$ cat config.mk
export PLATFORM = sky130hd
export DESIGN_NAME = md_issue_ctrl
export DESIGN_NICKNAME = d
export VERILOG_FILES = /design/src/rtl/md_issue_ctrl.sv
export SDC_FILE = /design/constraint.sdc
export NUM_CORES = 1
export LEC_CHECK = 0
export BUFFER_PORTS_ARGS = -buffer_cell sky130_fd_sc_hd__buf_2
export CAP_MARGIN = 40
export CORE_ASPECT_RATIO = 0.9
export CORE_MARGIN = 2
export CORE_UTILIZATION = 41
export CTS_CLUSTER_DIAMETER = 120
export DETAILED_ROUTE_END_ITERATION = 8
export GPL_ROUTABILITY_DRIVEN = 0
export GPL_TIMING_DRIVEN = 0
export PLACE_DENSITY = 0.82
export SLEW_MARGIN = 20
export SYNTH_ARGS = -nofsm -noshare
export SYNTH_HDL_FRONTEND = slang
export SYNTH_SLANG_ARGS = --single-unit
$ cat constraint.sdc
create_clock -name clock_i -period 1.33 [get_ports clock_i]
set_input_delay 0.0665 -clock clock_i [delete_from_list [all_inputs] [get_ports clock_i]]
set_output_delay 0.0665 -clock clock_i [all_outputs]
set_load 0.05 [all_outputs]
$ cat src/rtl/md_issue_ctrl.sv
// md_issue_ctrl: processor-side issue/stall/writeback controller for the multdiv unit.
// Ports:
//   clock_i, reset_i             clock, synchronous active-high reset
//   ex_valid_i, ex_is_mult_i,    execute-stage mult/div request with operands
//   ex_is_div_i, ex_opA_i,       and destination register
//   ex_opB_i, ex_rd_i
//   flush_i                      squash the in-flight op
//   md_result_i, md_exception_i, multdiv result, exception and ready
//   md_ready_i
//   md_ctrl_mult_o, md_ctrl_div_o  one-cycle start pulses
//   md_opA_o, md_opB_o           latched operands, held until the next accept
//   stall_o                      freeze PC and upstream latches
//   wb_valid_o, wb_rd_o,         one-cycle register-file write
//   wb_data_o
//   md_timeout_o                 one-cycle pulse on a hung-unit abort
module md_issue_ctrl #(
    parameter int unsigned RSTATUS_REG   = 30,
    parameter int unsigned MULT_EXC_CODE = 4,
    parameter int unsigned DIV_EXC_CODE  = 5,
    parameter int unsigned TIMEOUT       = 64
) (
    input  logic        clock_i,
    input  logic        reset_i,
    input  logic        ex_valid_i,
    input  logic        ex_is_mult_i,
    input  logic        ex_is_div_i,
    input  logic [31:0] ex_opA_i,
    input  logic [31:0] ex_opB_i,
    input  logic [4:0]  ex_rd_i,
    input  logic        flush_i,
    input  logic [31:0] md_result_i,
    input  logic        md_exception_i,
    input  logic        md_ready_i,
    output logic        md_ctrl_mult_o,
    output logic        md_ctrl_div_o,
    output logic [31:0] md_opA_o,
    output logic [31:0] md_opB_o,
    output logic        stall_o,
    output logic        wb_valid_o,
    output logic [4:0]  wb_rd_o,
    output logic [31:0] wb_data_o,
    output logic        md_timeout_o
);
    localparam int CW = $clog2(TIMEOUT);
    typedef enum logic [2:0] {IDLE, ISSUE, WAIT, WB, DRAIN} state_e;
    state_e        state_q;
    logic [CW-1:0] cnt_q;
    logic [31:0]   opa_q, opb_q, wb_data_q;
    logic [4:0]    rd_q, wb_rd_q;
    logic          kind_q, ctrl_mult_q, ctrl_div_q, wb_valid_q, timeout_q;
    logic          md_req, cnt_last;
    logic [31:0]   exc_data;
    assign md_req   = ex_valid_i & (ex_is_mult_i | ex_is_div_i);
    assign cnt_last = cnt_q == CW'(TIMEOUT - 1);
    assign exc_data = kind_q ? 32'(DIV_EXC_CODE) : 32'(MULT_EXC_CODE);
    // Stall covers the accept cycle combinationally; in DRAIN only a new mult/div is held back.
    assign stall_o = ~reset_i & ((state_q == ISSUE) | (state_q == WAIT) |
                                 (((state_q == IDLE) | (state_q == DRAIN)) & md_req));
    // Registered pulses are also gated by reset so they drop in the reset cycle itself.
    assign md_ctrl_mult_o = ctrl_mult_q & ~reset_i;
    assign md_ctrl_div_o  = ctrl_div_q & ~reset_i;
    assign wb_valid_o     = wb_valid_q & ~reset_i;
    assign md_timeout_o   = timeout_q & ~reset_i;
    assign wb_rd_o        = wb_rd_q;
    assign wb_data_o      = wb_data_q;
    assign md_opA_o       = opa_q;
    assign md_opB_o       = opb_q;
    always_ff @(posedge clock_i) begin
        if (reset_i) begin
            state_q     <= IDLE;
            cnt_q       <= '0;
            opa_q       <= '0;
            opb_q       <= '0;
            rd_q        <= '0;
            kind_q      <= 1'b0;
            ctrl_mult_q <= 1'b0;
            ctrl_div_q  <= 1'b0;
            wb_valid_q  <= 1'b0;
            wb_rd_q     <= '0;
            wb_data_q   <= '0;
            timeout_q   <= 1'b0;
        end else begin
            ctrl_mult_q <= 1'b0;
            ctrl_div_q  <= 1'b0;
            wb_valid_q  <= 1'b0;
            wb_rd_q     <= '0;
            wb_data_q   <= '0;
            timeout_q   <= 1'b0;
            case (state_q)
                IDLE: if (md_req) begin
                    opa_q       <= ex_opA_i;
                    opb_q       <= ex_opB_i;
                    rd_q        <= ex_rd_i;
                    kind_q      <= ~ex_is_mult_i;
                    ctrl_mult_q <= ex_is_mult_i;
                    ctrl_div_q  <= ~ex_is_mult_i;
                    state_q     <= ISSUE;
                end
                // Ready seen here is left over from the previous op and is ignored.
                ISSUE: begin
                    cnt_q   <= '0;
                    state_q <= flush_i ? DRAIN : WAIT;
                end
                WAIT: begin
                    cnt_q <= cnt_q + 1'b1;
                    if (flush_i) begin
                        cnt_q   <= '0;
                        state_q <= DRAIN;
                    end else if (md_ready_i) begin
                        wb_valid_q <= md_exception_i | (rd_q != 5'd0);
                        wb_rd_q    <= md_exception_i ? 5'(RSTATUS_REG) : rd_q;
                        wb_data_q  <= md_exception_i ? exc_data : md_result_i;
                        state_q    <= WB;
                    end else if (cnt_last) begin
                        wb_valid_q <= 1'b1;
                        wb_rd_q    <= 5'(RSTATUS_REG);
                        wb_data_q  <= exc_data;
                        timeout_q  <= 1'b1;
                        state_q    <= WB;
                    end
                end
                WB: state_q <= IDLE;
                // cnt_q==0 marks the first DRAIN cycle, where ready may still be stale.
                DRAIN: begin
                    cnt_q <= cnt_q + 1'b1;
                    if (md_ready_i && cnt_q != '0) begin
                        state_q <= IDLE;
                    end else if (cnt_last) begin
                        timeout_q <= 1'b1;
                        state_q   <= IDLE;
                    end
                end
                default: state_q <= IDLE;
            endcase
        end
    end
endmodule

After elaboration in Yosys (flattened, before gate mapping)
Index checks and enable logic that the tools add are counted.
{"block": "word_totals", "mem_bits_ro": 0, "ramBits": 0, "latch_bits": 0, "register_bits": 120, "output_inout_bits": 106, "n_memories": 0}
{"block": "op_classes", "mux": 23, "n_eq_ne": 7, "div_mod_pow": 0, "n_bitwise": 17, "n_shift": 0, "n_addsub": 1, "n_lt_le_gt_ge": 0, "n_reduce_logical": 9, "mul": 0}
{"op": "$mux 32", "n": 2}
{"op": "$mux 3", "n": 8}
{"op": "$pmux 6 s3", "n": 1}
{"op": "$mux 5", "n": 3}
{"op": "$pmux 3 s4", "n": 1}
{"op": "$and 1x1->1", "n": 7}
{"op": "$add 6x1->6 const B", "n": 1}
{"op": "$eq 6x6->1 const B", "n": 1}
{"op": "$mux 1", "n": 6}
{"op": "$mux 6", "n": 1}
{"op": "$reduce_bool 6->1", "n": 1}
{"op": "$reduce_or 3->1", "n": 2}
{"op": "$not 1->1", "n": 5}
{"op": "$or 1x1->1", "n": 5}
{"op": "$reduce_bool 5->1", "n": 1}
{"op": "$ne 4x4->1 const B", "n": 1}
{"op": "$eq 3x1->1 const B", "n": 1}
{"op": "$eq 3x2->1 const B", "n": 1}
{"op": "$eq 3x3->1 const B", "n": 1}
{"op": "$logic_not 3->1", "n": 1}
{"op": "$ne 3x2->1 const B", "n": 1}
{"op": "$reduce_and 3->1", "n": 1}
{"op": "$reduce_bool 3->1", "n": 1}
{"op": "$ne 2x2->1 const B", "n": 1}
{"op": "other kinds (3)", "n": 3}

Longest topological paths before layout
Gate-level depths: netlist (run 1).
{"block": "depth", "depth_word": 5, "mapped_depth": 6, "ltp_nobuf": 5}

Least setup slack after synthesis (run 1)
No wires, ideal clock.
{"block": "synth_path", "kind": "reg2reg", "from": "register state_q[2]", "to": "register opb_q[10] (netlist: md_opB_o[10])", "t_arrival_ps": 1296, "required_time_ps": 1202, "path_buffers": 2, "stages_incl_launch_ff": 7, "setup_slack_ps": -93, "setup_time_ps": 128, "path_cell_list": "dfxtp_1 or2_1 nor3_1 buf_4 buf_6 mux2i_1 nor2_1"}
{"block": "synth_via", "elab_chain_cells": 2}
{"element": "from (decl)", "line_no": "46", "text": "state_e state_q;"}
{"element": "from (signal assigned)", "line_no": "102", "text": "state_q <= flush_i ? DRAIN : WAIT;"}
{"element": "$logic_not 3->1", "line_no": "89", "text": "case (state_q)"}
{"element": "$reduce_and 2->1 (no line)"}
{"element": "to (signal assigned)", "line_no": "92", "text": "opb_q <= ex_opB_i;"}
{"element": "to (decl)", "line_no": "48", "text": "logic [31:0] opa_q, opb_q, wb_data_q;"}
Every way passes these cells.
A chain may end at the register's enable or synchronous reset.

Worst setup path in the final report (run 1)
{"block": "layout_path", "from": "register state_q[0]", "to": "register opb_q[30] (netlist: md_opB_o[30])"}
Same word-level chain as after synthesis.

==> key figures, run 1 <==
Run status
  – Status: finished with violations
  – Failing checks: hold timing, setup timing

Detailed routing
  – Final wirelength: 15620 um
  – Initial DRC count: a little under 200
  – Vias after detailed routing: 4408
  – Drt wl/cell: 17.02 um
  – Post-route DRC: 0
  – Drt pass-1 iters: 4
  – Via density: 4.802
  – Post-DRT Antenna Nets: 0

Floorplanning
  – Die width: 112.8 um
  – Io pins: 215
  – Die height: 101.9 um
  – Core area: 10290 um^2
  – Die ar.: 11490 um^2
  – Num rows: 35
  – Initial Utilization: 42.42%

Synth
  – Area contributors post-synth: dfxtp_1, mux2i_1, nor2_1
  – Number of synthesis warnings: 0
  – Cell accounting for the most synthesized area: dfxtp_1
  – Synth Flop Type: dfxtp_1
  – Sequential-to-total area share from yosys stat: 55.03%
  – Mapped Area: roughly 4400 um^2
  – Post-synth EDFFs: 0
  – Flops & latches, synth: 120
  – Gate count of the mapped netlist: 415
  – Async SR Flop Fraction: 0%
  – Netlist cell types: 48
  – Synth top area share: 55.03%
  – Syn avg cell area: 10.52 um^2
  – Syn Nets: 526

Timing
  – Setup ws final: -0.3497 ns
  – RSZ-0062 raised after global routing: yes
  – Skew final: 0.007581 ns
  – Final Setup Violations: 117
  – Hold_ws: -0.02842 ns
  – Final worst-path cycle share: 126.3%
  – Fin crit period: 1.680 ns
  – Final hold vios: 1
  – Worst slew pin tran: slightly below 0.6 ns
  – Max Slew Vio Count: 0
  – Slew Limit Headroom: about three fifths
  – F_max: 0.5953 GHz

Power
  – P_leak: ~0.0038 uW
  – Reg power frac: 34.9%
  – Psw: 3037 uW
  – Clock power share: 44.9%
  – Sw Share: 27.12%
  – Int Pwr: 8159 uW
  – Peak VDD IR: 1.176 mV
  – Logic pwr share: 20.3%
  – Pwr dens: 1400 nW/um^2

GRT
  – Total grt overflow: 0
  – GRT Util Overall: 24.36%
  – GR peak layer: met2
  – Met2 Use GR: 48.13%
  – Largest net degree at the start of global routing: 17
  – Vias in the first global route: 4625
  – Met1 usage: 25.23%
  – Global-route wire length before repair: 22180 um
  – Initial antenna violation count: 0
  – Met3 global-route usage: between 5 and 6%

Final layout
  – Nets: between 800 and 900
  – Area delta synth->final: 83.26%
  – Diode count: 0
  – Post-Layout Inst Area: 8000 um^2
  – Final core occ: 77.74%
  – Ratio of cells with drive above 1 in the final layout: roughly 44%

Setup path
  – Worst EP required: roughly 1.6 ns
  – Kind of critical path: reg -> reg
  – Critical path startpoint category: flop
  – WP data arrival: approximately 1.9 ns
  – Crit Path Max Fanout: 6
  – CP Capture Type: flop

Clock network
  – CTS clk-pin slew, worst paths: 0.06 ns
  – Hold Buf Count CTS: about 100
  – CTS tree: yes
  – Cts bufs inserted: 17
  – H-Tree Depth: 4
  – Clk_lat worst skew: 0.39 ns
  – Root Driver: clkbuf_16
  – Clock sinks: 120
  – Bufs on Longest Clock Path: 2

Min path
  – Worst hold path class: in -> reg

Place
  – DP HPWL: around 8500 um
  – Port-buffer cells: approximately 210
  – Post-Place Cell Area: 5602 um^2

Run
  – Maxcap violations: 0
[routing by layer]
| metal | vias to the layer above | wire length (um) | share of wire, % |
|---|---|---|---|
| met1 | 2091 | 5982 | 38 |
| met4 | 0 | 337 | 2.2 |
| met3 | 26 | 748 | 4.8 |
| met2 | 184 | 8554 | 55 |
| met5 | - | 0 | 0 |
| li1 | 2107 | - | - |
[critical path: stages (launching register included)]
cell and delay [ns]:
dfxtp_4 0.36, or2_4 0.26, nor3_4 0.11, buf_6 0.16, buf_12 0.15, buf_12 0.13
mux2i_1 0.24, nor2_1 0.11
[sequential cells by signal, summed over array words and instances (netlist names)]
register / cells
timeout_q: 1
md_opB_o: 32
cnt_q: 6
kind_q: 1
md_opA_o: 32
wb_rd_o: 5
state_q: 3
rd_q: 5
wb_valid_q: 1
wb_data_o: 32
ctrl_mult_q: 1
ctrl_div_q: 1
[synth_stat cells, drive strengths merged (5+ instances only)]
cell	number
nor2	91
a21oi	6
buf	16
nor2b	5
mux2i	69
and2	31
dfxtp	120
clkbuf	9
inv	10
[power groups by stage]
stage          Clock, uW  Combinational [uW]  Sequential, uW
6_report            5020                2270            3900
5_1_grt             5250                2390            3920
4_1_cts             5070                2040            3880
3_5_place_dp           0                1570            3950
3_3_place_gp           0                1540            3940
2_1_floorplan          0                 618            4460
[cell type report]
cell class,count,area [um^2]
flip-flops and latches,120,2419
plain buffers,23,222.7
multi-input cells,260,1978
clock inverters,14,221.5
fillers,565,2291
inverters,10,37.54
clock buffers,18,429.2
repair buffers,344,2531
well taps,129,161.4
[kinds of logic (layout without fill, tap and decap cells)]
logic type | after synthesis | in the layout | synth area share (%)
AOI/OAI and AO/OA | 28 | 28 | 4.959
xor gates and xnor gates | 4 | 4 | 0.9747
adders and majority gates | 2 | 2 | 0.5731
buffers and inverters | 35 | 409 | 4.930
DFF | 120 | 120 | 55.03
muxes | 70 | 70 | 16.08
and+or+nand+nor | 156 | 156 | 17.45
[final timing paths]
| check | startpoint | endpoint | slack [ns] | cells past startpoint |
|---|---|---|---|---|
| max reg2reg | state_q[0]$_SDFFE_PP0P_ | md_opB_o[30]$_SDFFE_PP0N_ | -0.35 | 7 |
| min | ex_valid_i | ctrl_mult_q$_SDFF_PP0_ | -0.03 | 3 |
| max | state_q[0]$_SDFFE_PP0P_ | md_opB_o[30]$_SDFFE_PP0N_ | -0.35 | 7 |
| min reg2reg | md_opA_o[12]$_SDFFE_PP0N_ | md_opA_o[12]$_SDFFE_PP0N_ | 0.49 | 2 |
[timing repair]
| item | CTS | global route |
|---|---|---|
| gates resized for setup | 52 | 50 |
| gates cloned | 5 | 5 |
| pin swaps | 15 | 8 |
| endpoints found under the setup margin | 118 | 119 |
| buffers inserted | 17 | 3 |
| hold endpoints to repair | 104 | 1 |
[placed cells by master, fill, tap and decap left out, types with 4 or more instances in the layout]
| cell | count |
|---|---|
| buf_2 | 215 |
| dfxtp_1 | 115 |
| dlygate4sd3_1 | 102 |
| nor2_1 | 82 |
| mux2i_1 | 59 |
| clkbuf_16 | 21 |
| and2_1 | 20 |
| buf_6 | 17 |
| and2_4 | 11 |
| inv_1 | 10 |
| clkbuf_1 | 8 |
| nor2_2 | 7 |
| mux2i_2 | 7 |
| buf_12 | 7 |
| buf_4 | 7 |
| nor2b_1 | 5 |
| bufinv_16 | 5 |
| buf_8 | 4 |
| nand2_1 | 4 |
| a21oi_1 | 4 |
| dfxtp_4 | 4 |
[metrics by stage]
step	hold WS [ns]	power, uW	TNS, ns	instances	worst slack (ns)
floorplan	0.1452	5077	-6.091	415	-0.09078
global placement	0.2720	5481	-20.75	757	-0.2977
detailed placement	0.2747	5527	-24.23	757	-0.3713
CTS	-0.06585	10990	-26.93	910	-0.2832
global route	-0.03413	11550	-34.81	918	-0.4228
finish	-0.02842	11200	-27.10	918	-0.3497
No activity file was read; power rests on OpenSTA's default activity.
==> inputs of run 2 (changes only) <==
--- a/config.mk
+++ b/config.mk
@@ -5,6 +5,7 @@
 export SDC_FILE = /design/constraint.sdc
 export NUM_CORES = 1
 export LEC_CHECK = 0
+export ABC_AREA = 1
 export BUFFER_PORTS_ARGS = -buffer_cell sky130_fd_sc_hd__buf_2
 export CAP_MARGIN = 40
 export CORE_ASPECT_RATIO = 0.9
==> run 2 against run 1 <==
- the flow finishes with violations (setup timing)
- sequential share of layout area down 1.0 points
- global-route usage is 1.7 points higher
- register-to-register slack better by 0.21 ns
- utilization is 4.1 points higher
- cell area up 3.5%
- largest cell class unchanged
- critical path depth is 1 higher
- setup slack better by 0.21 ns
- clock power decreased by 1%
- critical path type unchanged
- count of clock-buffer cells in the layout shrank 1
- sequential power is 12% higher
- largest power group is now combinational logic
- area after synthesis fell by 3.5%
- cell count is 13% higher
==> key figures, run 2 <==
Run status
  – Status: finished with violations
  – Failing checks: setup timing

Setup path
  – Kind of critical path: reg -> reg
  – CP Capture Type: flop
  – Max stage delay cell, worst path: dfxtp_4
  – Worst path top cell family by delay: simple AND/OR/NAND/NOR gates
  – Buf/Inv on CP: 2 (-1)
  – Reg2reg path depth: 8 (+1)
  – CP max stage delay: 0.36 ns (about the same)
  – Critical path startpoint category: flop
  – Worst EP required: 1.67 ns (+0.09 ns)
  – WP data arrival: 1.81 ns (-0.12 ns)
  – Most common cell on crit path: nor2_4
  – Crit Path Max Fanout: 10 (+4)
  – Worst path depth: 8 (+1)
  – Cell Chain, Critical Path: nor2_4 > nand3_2 > nor2_4 > nand2_4 > or2_1 > buf_6 > buf_12 > nor2_1

Place
  – DP HPWL: 8277 um (-2.7%)
  – Placed cell count: 874 (+15%)
  – Post-place setup slack: -0.3216 ns (+0.04973 ns)
  – Port-buffer cells: 213 (unchanged)

Final layout
  – Most frequent cells in the layout: buf_2, nor2_1, dfxtp_1, dlygate4sd3_1, o21ai_2
  – Fillers: 536 (-5.1%)
  – Nets: 1003 (+13%)
  – Ratio of cells with drive above 1 in the final layout: 47.51% (+3.8 points)
  – Area delta synth->final: 96.64%
  – Fin cells: 1034 (+13%)
  – Final core occ: 81.87% (+4.1 points)
  – Commonest non-fill, non-tap cell in the layout: buf_2
  – Diode count: 0 (unchanged)

Timing
  – Setup ws final: -0.1386 ns (+0.2112 ns)
  – RSZ-0062 raised after global routing: yes
  – Final worst-path cycle share: 110.4% (-16 points)
  – Skew final: 0.01357 ns (+0.005991 ns)
  – Max Slew Vio Count: 0 (unchanged)
  – Worst slew pin tran: 0.9187 ns (+0.3241 ns)
  – F_max: 0.6809 GHz (+14%)
  – Final hold vios: 0 (-1)
  – Fin crit period: 1.469 ns (-0.2112 ns)
  – Slew Limit Headroom: 38.75% (-22 points)
  – Final Setup Violations: 95 (-19%)

Synth
  – Syn Nets: 643 (+22%)
  – Synth Flop Type: dfxtp_1
  – Number of synthesis warnings: 0 (unchanged)
  – Gate count of the mapped netlist: 532 (+28%)
  – Cell accounting for the most synthesized area: dfxtp_1
  – Syn avg cell area: 7.916 um^2 (-25%)
  – Synth top area share: 57.04% (+2.0 points)
  – Sequential-to-total area share from yosys stat: 57.04% (+2.0 points)
  – Netlist cell types: 24 (-50%)
  – Area contributors post-synth: dfxtp_1, nor2_1, o21ai_0
  – Post-synth EDFFs: 0 (unchanged)
  – Flops & latches, synth: 120 (unchanged)
  – List of most frequent post-synthesis cells: nor2_1, dfxtp_1, o21ai_0
  – Async SR Flop Fraction: 0% (unchanged)
  – Mapped Area: 4212 um^2 (-3.5%)
  – Most frequent cell after synthesis: nor2_1

GRT
  – Met3 global-route usage: 8.152% (+3.1 points)
  – Met1 usage: 26.40% (+1.2 points)
  – Initial antenna violation count: 0 (unchanged)
  – Total grt overflow: 0 (unchanged)
  – Largest net degree at the start of global routing: 17 (unchanged)
  – GR peak layer: met2
  – Met2 Use GR: 49.17% (+1.0 points)
  – Global-route wire length before repair: 22890 um (+3.2%)
  – Vias in the first global route: 4744 (+2.6%)
  – GRT Util Overall: 26.01% (+1.7 points)

Floorplanning
  – Io pins: 215 (unchanged)
  – Die ar.: 11100 um^2 (-3.4%)
  – Num rows: 35 (unchanged)
  – Initial Utilization: 41.63% (-0.79 points)
  – Core area: 10120 um^2 (-1.7%)
  – Die height: 100.2 um (-1.7%)
  – Die width: 110.8 um (-1.7%)

Clock network
  – Clock sinks: 120 (unchanged)
  – Bufs on Longest Clock Path: 2 (unchanged)
  – Cts bufs inserted: 17 (unchanged)
  – Clk_lat worst skew: 0.41 ns (+0.02 ns)
  – CTS clk-pin slew, worst paths: 0.06 ns (about the same)
  – H-Tree Depth: 4 (unchanged)
  – Root Driver: clkbuf_16
  – CTS tree: yes

Power
  – Peak VDD IR: 1.176 mV (about the same)
  – P_leak: 0.003994 uW (+5.0%)
  – Pwr dens: 1730 nW/um^2 (+24%)

Detailed routing
  – Drt pass-1 iters: 4 (unchanged)
  – Initial DRC count: 203 (+2.5%)
  – Vias after detailed routing: 5097 (+16%)
  – Via density: 4.929 (+2.7%)
  – Post-route DRC: 0 (unchanged)
  – Post-DRT Antenna Nets: 0 (unchanged)
  – Drt wl/cell: 16.99 um (-0.14%)
  – Final wirelength: 17570 um (+12%)

Min path
  – Worst hold path class: in -> reg
  – Hold depth: 4 (+1)

Run
  – Maxcap violations: 0 (unchanged)
==> run 2: cell count changes in the layout (fill, tap and decap cells not counted), moves of 11 or more <==
cell / previous run / this run
nand2_1: 4 / 22
and2_4: 11 / 0
mux2i_1: 59 / 1
buf_6: 17 / 4
inv_1: 10 / 51
o21ai_2: 1 / 64
nor2_1: 82 / 141
nor2_2: 7 / 34
and2_1: 20 / 0
==> run 2: path summary, 6_finish.rpt <==
check | from | endpoint | slack (ns)
min reg2reg | cnt_q[0]$_SDFFE_PP0P_ | cnt_q[0]$_SDFFE_PP0P_ | 0.47
max | state_q[0]$_SDFFE_PP0P_ | wb_data_o[12]$_SDFF_PP0_ | -0.14
max reg2reg | state_q[0]$_SDFFE_PP0P_ | wb_data_o[12]$_SDFF_PP0_ | -0.14
min | md_ready_i | state_q[2]$_SDFFE_PP0P_ | 0.01
==> run 2: what timing repair did <==
action / CTS / global route
resized for setup: 73 / 223
buffers inserted: 4 / 7
pin swaps: 4 / 29
gates cloned: 0 / 12
endpoints found under the hold margin: 110 / 0
hold buffers: 105 / 0
endpoints found under the setup margin: 115 / 116
==> run 2: stage by stage <==
step | hold WS [ns] | TNS [ns] | total power [uW] | area, um^2
3_3_place_gp | 0.2767 | -17.88 | 7500 | 5448
3_5_place_dp | 0.2837 | -22.48 | 7558 | 5448
6_report | 0.01359 | -5.597 | 14330 | 8282
2_1_floorplan | 0.1389 | -0.1193 | 6705 | 4220
4_1_cts | -0.03642 | -8.245 | 12910 | 7320
5_1_grt | 0.01721 | -11.52 | 14850 | 8282
==> run 2: tightest hold or removal path: stages <==
cell,delay [ns]
buf_2,0.13
nand2_1,0.06
nand3_1,0.06
a21oi_1,0.06
==> run 2: logic make-up (layout without fill, tap and decap cells) <==
kind of cell / Yosys count / after routing / synth area share (%)
flops: 120 / 120 / 57.04
fa+ha+maj: 2 / 2 / 0.5941
compound gates: 91 / 91 / 10.96
mux: 1 / 1 / 0.2377
simple gates: 234 / 234 / 22.61
buf+inv: 84 / 457 / 8.556
==> run 2: per-layer routing <==
metal | part of all wire, % | vias to the layer above
li1 | - | 2385
met3 | 7.3 | 64
met1 | 36 | 2375
met5 | 0 | -
met4 | 3.9 | 0
met2 | 53 | 273
==> run 2: layout make-up <==
type                       count  area [um^2]  share of cell area, %
buffer                        28        357.8                  4.321
clock buffer                  17        425.4                  5.137
timing repair buffer         341         2510                  30.31
sequential                   120         2419                  29.20
multi-input combinational    328         1976                  23.86
inverter                      56        217.7                  2.629
tap                          129        161.4                  1.949
clock inverter                15        215.2                  2.599
==> run 2: power by group <==
part           switching [uW]  leakage [uW]  internal, uW  total [uW]
registers                 299      0.000985          4050        4350
clock network            1780      0.000309          3180        4960
logic                    3110       0.00270          1920        5020
==> inputs of run 3 (changes only) <==
--- a/config.mk
+++ b/config.mk
@@ -5,17 +5,16 @@
 export SDC_FILE = /design/constraint.sdc
 export NUM_CORES = 1
 export LEC_CHECK = 0
-export ABC_AREA = 1
 export BUFFER_PORTS_ARGS = -buffer_cell sky130_fd_sc_hd__buf_2
 export CAP_MARGIN = 40
 export CORE_ASPECT_RATIO = 0.9
 export CORE_MARGIN = 2
-export CORE_UTILIZATION = 41
+export CORE_UTILIZATION = 46
 export CTS_CLUSTER_DIAMETER = 120
 export DETAILED_ROUTE_END_ITERATION = 8
 export GPL_ROUTABILITY_DRIVEN = 0
 export GPL_TIMING_DRIVEN = 0
-export PLACE_DENSITY = 0.82
+export PLACE_DENSITY = 0.86
 export SLEW_MARGIN = 20
 export SYNTH_ARGS = -nofsm -noshare
 export SYNTH_HDL_FRONTEND = slang
==> constraint.sdc (replaced) <==
create_clock -name clock_i -period 1.46 [get_ports clock_i]
set_input_delay 0.073 -clock clock_i [delete_from_list [all_inputs] [get_ports clock_i]]
set_output_delay 0.073 -clock clock_i [all_outputs]
set_load 0.05 [all_outputs]
==> run 3 against run 2 <==
- the run ends with hold timing, setup timing left
- first-iteration DRC count grew 30%
- critical endpoint is now md_opA_o[25]$_SDFFE_PP0N_
- cell area shrank 4.0%
- maximum frequency shrank 19%
- largest cell class unchanged
- setup slack lost 0.22 ns
- via count shrank 6.0%
==> key figures, run 3 (synthesized netlist as in run 1, its figures left out) <==
Run status
  – Status: finished with violations
  – Failing checks: hold timing, setup timing

Setup path
  – Buf/Inv on CP: 3 (+1)
  – Cell Chain, Critical Path: or2_4 > nor3_4 > buf_6 > clkbuf_16 > clkbuf_16 > mux2i_1 > nor2_1
  – Kind of critical path: reg -> reg
  – CP Capture Type: flop
  – Crit Path Max Fanout: 5 (-5)
  – Max stage delay cell, worst path: dfxtp_4
  – CP max stage delay: 0.36 ns (about the same)
  – WP data arrival: 2.17 ns (+0.36 ns)
  – Worst path top cell family by delay: simple AND/OR/NAND/NOR gates
  – Most common cell on crit path: clkbuf_16
  – Worst EP required: 1.82 ns (+0.15 ns)
  – Critical path startpoint category: flop

Power
  – Peak VDD IR: 1.039 mV (-12%)
  – Logic pwr share: 21.9% (-13 points)
  – Sw Share: 29.79% (-6.4 points)
  – Clock power share: 41.7% (+7.1 points)
  – Pwr dens: 1233 nW/um^2 (-29%)
  – Int Pwr: 6885 uW (-25%)
  – P_leak: 0.003801 uW (-4.8%)
  – Psw: 2922 uW (-44%)
  – Reg power frac: 36.4% (+6.1 points)

Timing
  – Skew final: 0.01319 ns (-0.0003844 ns)
  – Hold_ws: -0.1260 ns (-0.1396 ns)
  – Final Setup Violations: 114 (+20%)
  – Worst slew pin tran: 0.5982 ns (-0.3205 ns)
  – Final worst-path cycle share: 124.4% (+14 points)
  – RSZ-0062 raised after global routing: yes
  – F_max: 0.5506 GHz (-19%)
  – Fin crit period: 1.816 ns (+0.3477 ns)
  – Max Slew Vio Count: 0 (unchanged)
  – Setup ws final: -0.3562 ns (-0.2177 ns)
  – Slew Limit Headroom: 60.12% (+21 points)
  – Final hold vios: 1 (+1)

Clock network
  – CTS tree: yes
  – Clock sinks: 120 (unchanged)
  – H-Tree Depth: 4 (unchanged)
  – Bufs on Longest Clock Path: 2 (unchanged)
  – CTS clk-pin slew, worst paths: 0.06 ns (about the same)
  – Cts bufs inserted: 17 (unchanged)
  – Clk_lat worst skew: 0.50 ns (+0.09 ns)
  – Root Driver: clkbuf_8

GRT
  – GRT Util Overall: 29.47% (+3.5 points)
  – Global-route wire length before repair: 23270 um (+1.7%)
  – Largest net degree at the start of global routing: 17 (unchanged)
  – Vias in the first global route: 4667 (-1.6%)
  – Initial antenna violation count: 0 (unchanged)
  – Total grt overflow: 0 (unchanged)

Min path
  – Worst hold path class: in -> reg

Detailed routing
  – Final wirelength: 18440 um (+5.0%)
  – Vias after detailed routing: 4793 (-6.0%)
  – Post-route DRC: 0 (unchanged)
  – Via density: 5.227 (+6.0%)
  – Initial DRC count: 264 (+30%)
  – Drt pass-1 iters: 5 (+1)
  – Post-DRT Antenna Nets: 0 (unchanged)
  – Drt wl/cell: 20.11 um (+18%)

Final layout
  – Final core occ: 86.76% (+4.9 points)
  – Ratio of cells with drive above 1 in the final layout: 43.65% (-3.9 points)
  – Most frequent cells in the layout: buf_2, dfxtp_1, dlygate4sd3_1, nor2_1, mux2i_1
  – Area delta synth->final: 82.17%
  – Post-Layout Inst Area: 7953 um^2 (-4.0%)
  – Diode count: 0 (unchanged)
  – Nets: 893 (-11%)
  – Commonest non-fill, non-tap cell in the layout: buf_2

Floorplanning
  – Io pins: 215 (unchanged)
  – Core area: 9166 um^2 (-9.4%)
  – Die ar.: 10290 um^2 (-7.3%)
  – Die height: 96.42 um (-3.7%)
  – Die width: 106.7 um (-3.7%)
  – Num rows: 33 (-5.7%)
  – Initial Utilization: 47.62% (+6.0 points)

Place
  – Post-Place Cell Area: 5584 um^2 (+2.5%)
  – DP HPWL: 8279 um (about the same)
  – Port-buffer cells: 213 (unchanged)

Run
  – Maxcap violations: 0 (unchanged)
run 3: cell types whose count changed in the layout (fill, tap and decap cells not counted), moves of 8 or more:
cell	previous run	this run
o21ai_2	64	0
and2_1	0	8
and2_4	0	23
nor2_4	11	3
nor2_1	141	84
mux2i_1	1	63
nor2_2	34	3
buf_6	4	13
inv_1	51	10
nand2_1	22	4
run 3: final timing paths:
path / start / end / slack [ns] / depth (start not counted)
worst max-delay path: state_q[2]$_SDFFE_PP0P_ / md_opA_o[25]$_SDFFE_PP0N_ / -0.36 / 7
worst min-delay path: ex_valid_i / ctrl_mult_q$_SDFF_PP0_ / -0.13 / 3
worst min register to register: md_opB_o[16]$_SDFFE_PP0N_ / md_opB_o[16]$_SDFFE_PP0N_ / 0.50 / 2
worst max register to register: state_q[2]$_SDFFE_PP0P_ / md_opA_o[25]$_SDFFE_PP0N_ / -0.36 / 7
run 3: layout make-up:
type / instances / area (um^2)
fillers: 414 / 1214
well taps: 122 / 152.6
multi-input cells: 260 / 1963
inverters: 10 / 37.54
plain buffers: 24 / 261.5
flip-flops and latches: 120 / 2415
clock buffers: 19 / 431.7
repair buffers: 349 / 2545
clock inverters: 13 / 146.4
run 3: power by group through the flow:
stage                     clock network, uW  logic (uW)  registers, uW
final                                  4090        2150           3570
after global routing                   4220        2230           3580
after CTS                              4020        1690           3530
after detailed placement                  0        1420           3600
after global placement                    0        1390           3590
after floorplan                           0         560           4060
run 3: worst min-delay path, delay by kind of cell:
| family | cells | cell delay, ns |
|---|---|---|
| buffers and inverters | 1 | 0.11 |
| and+or+nand+nor | 2 | 0.14 |
run 3: metrics by stage:
stage                     hold slack, ns  setup WS, ns  instances  TNS, ns  total power [uW]
after global placement            0.2720       -0.1338        750   -8.189              4986
final                            -0.1260       -0.3562        917   -23.53              9807
after floorplan                   0.1517       0.03679        415        0              4622
after detailed placement          0.2759       -0.2175        750   -12.67              5026
after CTS                        -0.2060       -0.2628        895   -13.64              9241
after global routing             -0.1401       -0.4153        917   -28.05             10030
run 3: metal layers:
| layer | track usage, % | routed length (um) | up-vias |
|---|---|---|---|
| met3 | 6.237 | 1078 | 71 |
| met2 | 57.59 | 9793 | 288 |
| met1 | 29.44 | 6697 | 2312 |
| li1 | - | - | 2122 |
| met5 | 0 | 0 | - |
| met4 | 15.91 | 872 | 0 |
run 3: what timing repair did:
item	in CTS	in global routing
cloned	3	9
endpoints found under the setup margin	114	119
hold buffers	105	1
pin swaps	12	33
setup buffers	5	13
gates resized for setup	24	78
hold endpoints to repair	113	2
